$ cat src/rtl/apu_sample_fifo.sv
// Sample FIFO between the APU mixer and the I2S serializer: releases one 16-bit sample per frame.
// Optional low-water interrupt output is built when APU_SAMPLE_FIFO_IRQ_EN is defined.
module apu_sample_fifo #(
    parameter int DEPTH     = 16,
    parameter int FRAME_LEN = 32,
    parameter int LOW_WATER = 4
) (
    input  logic                       clock,
    input  logic                       reset_l,
    input  logic                       enable,
    input  logic [15:0]                wr_data,
    input  logic                       wr_valid,
    output logic                       wr_ready,
    output logic [15:0]                sample,
    output logic                       frame_tick,
    output logic [$clog2(DEPTH):0]     level,
    output logic                       underrun,
    input  logic                       underrun_clr
`ifdef APU_SAMPLE_FIFO_IRQ_EN
    ,
    output logic                       irq
`endif
);

    localparam int AW = $clog2(DEPTH);
    localparam int LW = AW + 1;
    localparam int CW = (FRAME_LEN > 1) ? $clog2(FRAME_LEN) : 1;

    logic [15:0]   mem_q [DEPTH];
    logic [AW-1:0] wr_ptr_q, wr_ptr_d;
    logic [AW-1:0] rd_ptr_q, rd_ptr_d;
    logic [LW-1:0] level_q, level_d;
    logic [CW-1:0] frame_cnt_q, frame_cnt_d;
    logic [15:0]   sample_q, sample_d;
    logic          underrun_q, underrun_d;
    logic          wr_fire, pop_fire, underrun_set;

    assign wr_ready     = (level_q != LW'(DEPTH));
    assign frame_tick   = enable && (frame_cnt_q == CW'(FRAME_LEN - 1));
    assign wr_fire      = wr_valid && wr_ready;
    assign pop_fire     = frame_tick && (level_q != '0);
    assign underrun_set = frame_tick && (level_q == '0);

    always_comb begin
        wr_ptr_d    = wr_fire  ? wr_ptr_q + 1'b1 : wr_ptr_q;
        rd_ptr_d    = pop_fire ? rd_ptr_q + 1'b1 : rd_ptr_q;
        level_d     = level_q + LW'(wr_fire) - LW'(pop_fire);
        frame_cnt_d = '0;
        sample_d    = sample_q;
        underrun_d  = underrun_q;

        // A disabled stream discards the partial frame and mutes the output.
        if (!enable) begin
            sample_d = '0;
        end else begin
            if (!frame_tick) begin
                frame_cnt_d = frame_cnt_q + 1'b1;
            end
            if (pop_fire) begin
                sample_d = mem_q[rd_ptr_q];
            end else if (underrun_set) begin
                sample_d = '0;
            end
        end

        if (underrun_set) begin
            underrun_d = 1'b1;
        end else if (underrun_clr) begin
            underrun_d = 1'b0;
        end
    end

    always_ff @(posedge clock or negedge reset_l) begin
        if (!reset_l) begin
            wr_ptr_q    <= '0;
            rd_ptr_q    <= '0;
            level_q     <= '0;
            frame_cnt_q <= '0;
            sample_q    <= '0;
            underrun_q  <= 1'b0;
        end else begin
            wr_ptr_q    <= wr_ptr_d;
            rd_ptr_q    <= rd_ptr_d;
            level_q     <= level_d;
            frame_cnt_q <= frame_cnt_d;
            sample_q    <= sample_d;
            underrun_q  <= underrun_d;
        end
    end

    // Storage is not reset; level alone decides which entries are meaningful.
    always_ff @(posedge clock) begin
        if (wr_fire) begin
            mem_q[wr_ptr_q] <= wr_data;
        end
    end

    assign sample   = sample_q;
    assign level    = level_q;
    assign underrun = underrun_q;

`ifdef APU_SAMPLE_FIFO_IRQ_EN
    logic irq_q;

    always_ff @(posedge clock or negedge reset_l) begin
        if (!reset_l) begin
            irq_q <= 1'b0;
        end else begin
            irq_q <= enable && (level_q <= LW'(LOW_WATER));
        end
    end

    assign irq = irq_q;
`endif

endmodule

$ cat config.mk
export PLATFORM = sky130hd
export DESIGN_NAME = apu_sample_fifo
export DESIGN_NICKNAME = d
export VERILOG_FILES = /design/src/rtl/apu_sample_fifo.sv
export SDC_FILE = /design/constraint.sdc
export NUM_CORES = 1
export LEC_CHECK = 0
export CAP_MARGIN = 15
export CORE_MARGIN = 4
export CORE_UTILIZATION = 55
export CTS_CLUSTER_DIAMETER = 120
export DETAILED_ROUTE_END_ITERATION = 16
export PLACE_DENSITY = 0.86
export SLEW_MARGIN = 20
export SYNTH_ARGS = -nofsm -noshare
export SYNTH_HDL_FRONTEND = slang
export SYNTH_SLANG_ARGS = --single-unit
export TNS_END_PERCENT = 30
$ cat constraint.sdc
create_clock -name clock -period 2.7 [get_ports clock]
set_input_delay 0.405 -clock clock [delete_from_list [all_inputs] [get_ports clock]]
set_output_delay 0.405 -clock clock [all_outputs]
set_load 0.1 [all_outputs]
---- Word-level counts from Yosys, hierarchy flattened ----
Memories as Yosys holds them, arrays and structs flattened.
Cells that the tools add are included.
storage, ports and cells
  word-level logic and storage cells ...... 31
  input bits .............................. 21
  memories kept ........................... 1
  output and inout bits ................... 24
  RAM bits ................................ 256
  register bits ........................... 35
operators by class
  eq/ne operators ......................... 3
  reduce and logical (&&, ||, !) cells .... 7
  muxes and demuxes ....................... 9
  $add $sub $neg .......................... 5
memory list
  memory  words  bits a word  read ports  clocked after Yosys merged registers in  wr ports  RTL line  text
  mem_q   16     16           1           0                                        1         29        logic [15:0] mem_q [DEPTH];
operators by type and width
  cell                                                    count
  two-way mux 16 bit                                      3
  two-way mux 5 bit                                       2
  adder 4 x 1 -> 4 bit (second input constant)            2
  adder 5 x 1 -> 5 bit                                    1
  adder 5 x 1 -> 5 bit (second input constant)            1
  equality test 5 bit (second input constant)             1
  logical NOT 5 bit                                       1
  inequality test 5 bit (second input constant)           1
  nonzero test 5 bit                                      1
  subtractor 5 x 1 -> 5 bit                               1
  logical AND 1 bit                                       4
  two-way mux 1 bit                                       4
  inequality test 3 x 1 -> 1 bit (second input constant)  1
  nonzero test 2 bit                                      1

---- Logic depth before layout (Yosys ltp) ----
Gate-level depths: netlist of the first run.
  depth after elaboration ................. 6
  mapped depth ............................ 16
  mapped depth without buffers ............ 16

---- Worst setup path after synthesis of the first run ----
Ideal clock, no wire load.
  kind .................................... reg2reg
  start point ............................. register level_q[2] (netlist: level[2])
  end point ............................... memory mem_q[1][0], enable pin
  data arrival time ....................... 4.106 ns
  required time ........................... 2.270 ns
  path buffers ............................ 1
  setup time .............................. 0.430 ns
  stages on the path, launching flop included .. 8
  setup slack ............................. -1.836 ns
  clock period less this slack ............ 4.536 ns
  cell sequence ........................... dfrtp_1 inv_1 ha_1 nand4bb_1 and2_1 buf_4 inv_2 nor4_1
between the ends
  cells in the longest elaborated chain, start to end .. 4
ends and longest elaborated chain
  element                                  RTL line  text
  start, declared                          32        logic [LW-1:0] level_q, level_d;
  start signal, assigned                   84        level_q <= level_d;
  inequality test 5 bit                    38        assign wr_ready = (level_q != LW'(DEPTH));
  named net wr_ready                       13        output logic wr_ready,
  logical AND 1 bit                        40        assign wr_fire = wr_valid && wr_ready;
  two-way mux 1 bit                        93        if (wr_fire) begin
  two-way mux 1 bit (implied by the code)  94        mem_q[wr_ptr_q] <= wr_data;
  end, declared                            29
The timed path passes the listed nets, and every way through them passes these cells.

---- Worst setup path after layout of the first run ----
  start point ............................. register level_q[2] (netlist: level[2])
  end point ............................... register level_q[4] (netlist: level[4])
between the ends
  cells in the longest elaborated chain, start to end .. 4
  elaborated cells on any way between the ends .. 6
  those cells by class .................... 2 x add/sub; 1 x eq/ne; 3 x reduce/logical
ends and longest elaborated chain
  element                      RTL line  text
  inequality test 5 bit        38
  logical AND 1 bit            40
  adder 5 x 1 -> 5 bit         47        level_d = level_q + LW'(wr_fire) - LW'(pop_fire);
  subtractor 5 x 1 -> 5 bit *  47
  named net level_d[4]         32
Mark *: on every way through the listed nets, which the timed path passes. The rest lies on a longest branch.
A chain may end at the register's enable or synchronous reset.

==> out/summary.md, run 1 <==
The run finished with clean final reports. For the net count after synthesis, the log shows 745. The completed layout was analyzed and its total power is 11.1 mW.

The number of distinct library cell variants in the gate-level netlist after synthesis is 37. The tools report the overflow left after global routing as 0. STA classifies the critical path startpoint as a flop.

The maximum clock path buffer count came out at 3. For this run, the number of Yosys warnings is 0. The first-pass detailed-route iteration total is 5, and the number of global-route vias before repair is 6675.

After detailed routing, the number of vias per cell comes to 6.01. Of the cells placed in the final design, the portion with a size suffix greater than 1 is 18.8%. Setup slack on the worst reg-to-reg path comes out at 0.02 ns. After detailed routing, the average wire length per cell comes to 23.7 um. For the finished layout, the period the worst path requires is 2.68 ns. The tools report the data required time at the worst endpoint as 3.15 ns.

The library cells used most frequently in the layout, excluding fill and tap cells, are sky130_fd_sc_hd__edfxtp_1, sky130_fd_sc_hd__mux2i_1, sky130_fd_sc_hd__buf_4. For the total placed cells including tap cells, the log shows 1030. After detailed routing, the number of remaining DRC violations is 0. The area growth from synthesis to layout is 17.6%.

Critical path arrival: 3.12 ns. The clock transition at the registers of the reported paths works out to 0.06 ns. After floorplanning, the core was sized to cover 20500 sq um. The transition time at the pin with the least slew margin is 0.660 ns. Final-report hold violation count: 0. The tools report the overall routing resource usage as 21.7%.

Layout filler cell count: 1303. The clock sink count was 291. Entering global routing, the biggest net connects 35 pins. The logs give 0.801 for the final weighted congestion of routability-driven global placement and 374 MHz for the maximum frequency from static timing analysis.

The mean cell area of the mapped netlist is 16.3 sq um, and the max capacitance violation total is 0. In this run the core area contains 52 standard-cell rows. The worst setup path is captured at a flop.

0 antenna diodes ended up in the layout. The smallest hold slack was 0.432 ns; the final-report setup violation count was 0. Once detailed placement completed, the half-perimeter wirelength came to 15300 um.

For the normalized max-slew margin, the log shows 55.9%. VDD sags by at most 571 uV. In this run the static leakage power is 4.47 nW. For this design the ratio of total power to cell area is 817 nW/um^2.

The origin of the critical flop-to-flop path is level[2]. Summing every instance area after synthesis gives 11600 sq um. The detail route stage leaves a number of antenna-violating nets equal to 0.

The logs give 29 for the number of buffers inserted during clock tree synthesis and 25900 um for the total wirelength of the detailed-routed design. Counting cells, the worst reg-to-reg path comes to 14. The cell count after synthesis came out at 710. The synthesized design contains 256 enable-type register cells. Of all flip-flops after synthesis, the portion carrying an async set or reset was 12.0%. The starting utilization of the core area is 56.6%, and the first-pass GRT wire length is 39300 um. For the final database, setup skew stands at 0.00936 ns.

Of all nets on the critical path, the largest fanout is 4. The final critical path takes up 99.1% of the cycle. In this run the horizontal extent of the chip is 153 um. The count of input and output buffers came out at 44. The most instantiated flip-flop cell in the synthesis netlist was sky130_fd_sc_hd__edfxtp_1. The later pin in the worst-skew pair is clocked with a latency of 0.54 ns. Class of the tightest hold or removal check: input port to asynchronous set/reset pin. The logs give 1 for the count of H-tree levels built during CTS and 720 for the DRC violation total after the first TritonRoute iteration. The post-synthesis register bit count works out to 291. The die covers 23500 sq um. Type of the setup path with the least slack: flop to flop. From bottom edge to top edge, the die measures 153 um. TritonCTS built the clock tree. During I/O placement, the number of pins put on the boundary was 45. Leaving out fill and tap cells, the most frequent cell in the layout is sky130_fd_sc_hd__edfxtp_1. Leaving out filler cells and counting taps, the final layout contains 1094. The endpoint identified for the worst register-to-register timing path is level[4]. The tools report the root buffer cell as sky130_fd_sc_hd__clkbuf_16. For the sequential area share after synthesis, the log shows 73.9%. The initial antenna violation count is 0, and the number of nets in the layout is 836.

For this block, the via count after detailed routing is 6578. Setup repair after global routing could not meet its margin everywhere. Number of slew-limit violations in the final report: 0.
-- layout make-up --
| class | instances | area, sq um | share of cell area (%) |
|---|---|---|---|
| clock buffer | 40 | 807 | 5.92 |
| clock inverter | 14 | 128 | 0.936 |
| inverter | 18 | 88.8 | 0.652 |
| multi-input combinational | 363 | 2840 | 20.8 |
| sequential | 291 | 8580 | 62.9 |
| tap | 270 | 338 | 2.48 |
| timing repair buffer | 98 | 858 | 6.30 |
-- worst max-delay path, cell delays in order (launching register included) --
cell and delay [ns]:
sky130_fd_sc_hd__dfrtp_4 0.50, sky130_fd_sc_hd__inv_4 0.07, sky130_fd_sc_hd__ha_4 0.12, sky130_fd_sc_hd__or4b_4 0.48, sky130_fd_sc_hd__nand2_4 0.11, sky130_fd_sc_hd__inv_6 0.04
sky130_fd_sc_hd__ha_4 0.20, sky130_fd_sc_hd__inv_2 0.06, sky130_fd_sc_hd__ha_4 0.13, sky130_fd_sc_hd__inv_2 0.04, sky130_fd_sc_hd__fa_2 0.37, sky130_fd_sc_hd__inv_2 0.07
sky130_fd_sc_hd__a21oi_2 0.05, sky130_fd_sc_hd__o21bai_1 0.20, sky130_fd_sc_hd__xnor2_1 0.15
-- cells in the mapped netlist, types with 2 or more instances --
| master | count | area, sq um |
|---|---|---|
| sky130_fd_sc_hd__edfxtp_1 | 256 | 7690 |
| sky130_fd_sc_hd__mux2i_1 | 128 | 1280 |
| sky130_fd_sc_hd__nor2_1 | 55 | 206 |
| sky130_fd_sc_hd__dfrtp_1 | 35 | 876 |
| sky130_fd_sc_hd__o22ai_1 | 33 | 206 |
| sky130_fd_sc_hd__nand2_1 | 21 | 78.8 |
| sky130_fd_sc_hd__nor4_1 | 20 | 125 |
| sky130_fd_sc_hd__o21ai_0 | 17 | 85.1 |
| sky130_fd_sc_hd__inv_1 | 16 | 60.1 |
| sky130_fd_sc_hd__nor3_1 | 16 | 80.1 |
| sky130_fd_sc_hd__o31ai_1 | 16 | 120 |
| sky130_fd_sc_hd__clkbuf_1 | 14 | 52.6 |
| sky130_fd_sc_hd__ha_1 | 13 | 163 |
| sky130_fd_sc_hd__buf_6 | 12 | 135 |
| sky130_fd_sc_hd__and2_1 | 11 | 68.8 |
| sky130_fd_sc_hd__xnor2_1 | 8 | 70.1 |
| sky130_fd_sc_hd__buf_2 | 7 | 35.0 |
| sky130_fd_sc_hd__buf_4 | 5 | 37.5 |
| sky130_fd_sc_hd__xor2_1 | 4 | 35.0 |
| sky130_fd_sc_hd__nand2b_1 | 3 | 18.8 |
| sky130_fd_sc_hd__a21oi_1 | 2 | 10.0 |
| sky130_fd_sc_hd__nand3_1 | 2 | 10.0 |
| sky130_fd_sc_hd__nand4_1 | 2 | 12.5 |
-- registers in the layout, summed over array words and instances, names as in the netlist --
register	count
mem_q	256
sample	16
frame_cnt_q	5
level	5
rd_ptr_q	4
wr_ptr_q	4
underrun	1
-- through the flow --
stage / util (%) / setup slack [ns] / instance area, sq um / TNS, ns
2_1_floorplan: - / -0.265 / 11700 / -19.20
3_3_place_gp: 61.6 / 0.139 / 12600 / 0
3_5_place_dp: 61.6 / 0.0179 / 12600 / 0
4_1_cts: 66.2 / 0.0135 / 13600 / 0
5_1_grt: 66.5 / -0.0724 / 13600 / -0.0724
6_report: 66.5 / 0.0234 / 13600 / 0
-- power breakdown --
group          switching (mW)  leakage [nW]  internal [mW]
logic                    1.08          1.25          0.552
clock network            1.61         0.451           2.28
registers               0.234          2.77           5.38
-- per-layer routing --
layer	GRT usage, %	up-vias	routed length, um
li1	-	2897	-
met1	31.4	3294	10700
met2	34.7	324	12200
met3	3.19	63	2140
met4	6.36	0	854
met5	0	-	0
-- logic make-up after synthesis --
family / synth area share [%]
flops: 73.9
simple gates: 5.83
mux: 11.2
compound gates: 3.77
buf+inv: 2.85
fa+ha+maj: 1.58
xor+xnor: 0.907
-- worst max-delay path by stage --
| stage | start | end |
|---|---|---|
| after CTS | level[3] | level[4] |
| after global routing | level[2] | level[4] |
| after global placement | level[3] | level[4] |
| final | level[2] | level[4] |
| after detailed placement | level[3] | level[4] |
| after floorplan | level[3] | level[4] |
-- timing repair --
action                                 CTS  global route
gates cloned                             0             0
endpoints found under the hold margin   25             0
pin swaps                                1             6
resized for setup                        0             3
setup buffers                            0             9
hold buffers                             1             0
setup endpoints to repair                1             1
Note: power is estimated with default switching activity, not from simulation.
==> inputs of run 2 (changes only) <==
--- a/config.mk
+++ b/config.mk
@@ -5,6 +5,7 @@
 export SDC_FILE = /design/constraint.sdc
 export NUM_CORES = 1
 export LEC_CHECK = 0
+export ABC_CLOCK_PERIOD_IN_PS = 2700
 export CAP_MARGIN = 15
 export CORE_MARGIN = 4
 export CORE_UTILIZATION = 55
==> results of run 2 <==
Final layout, timing and power as in run 1 (identical DEF).
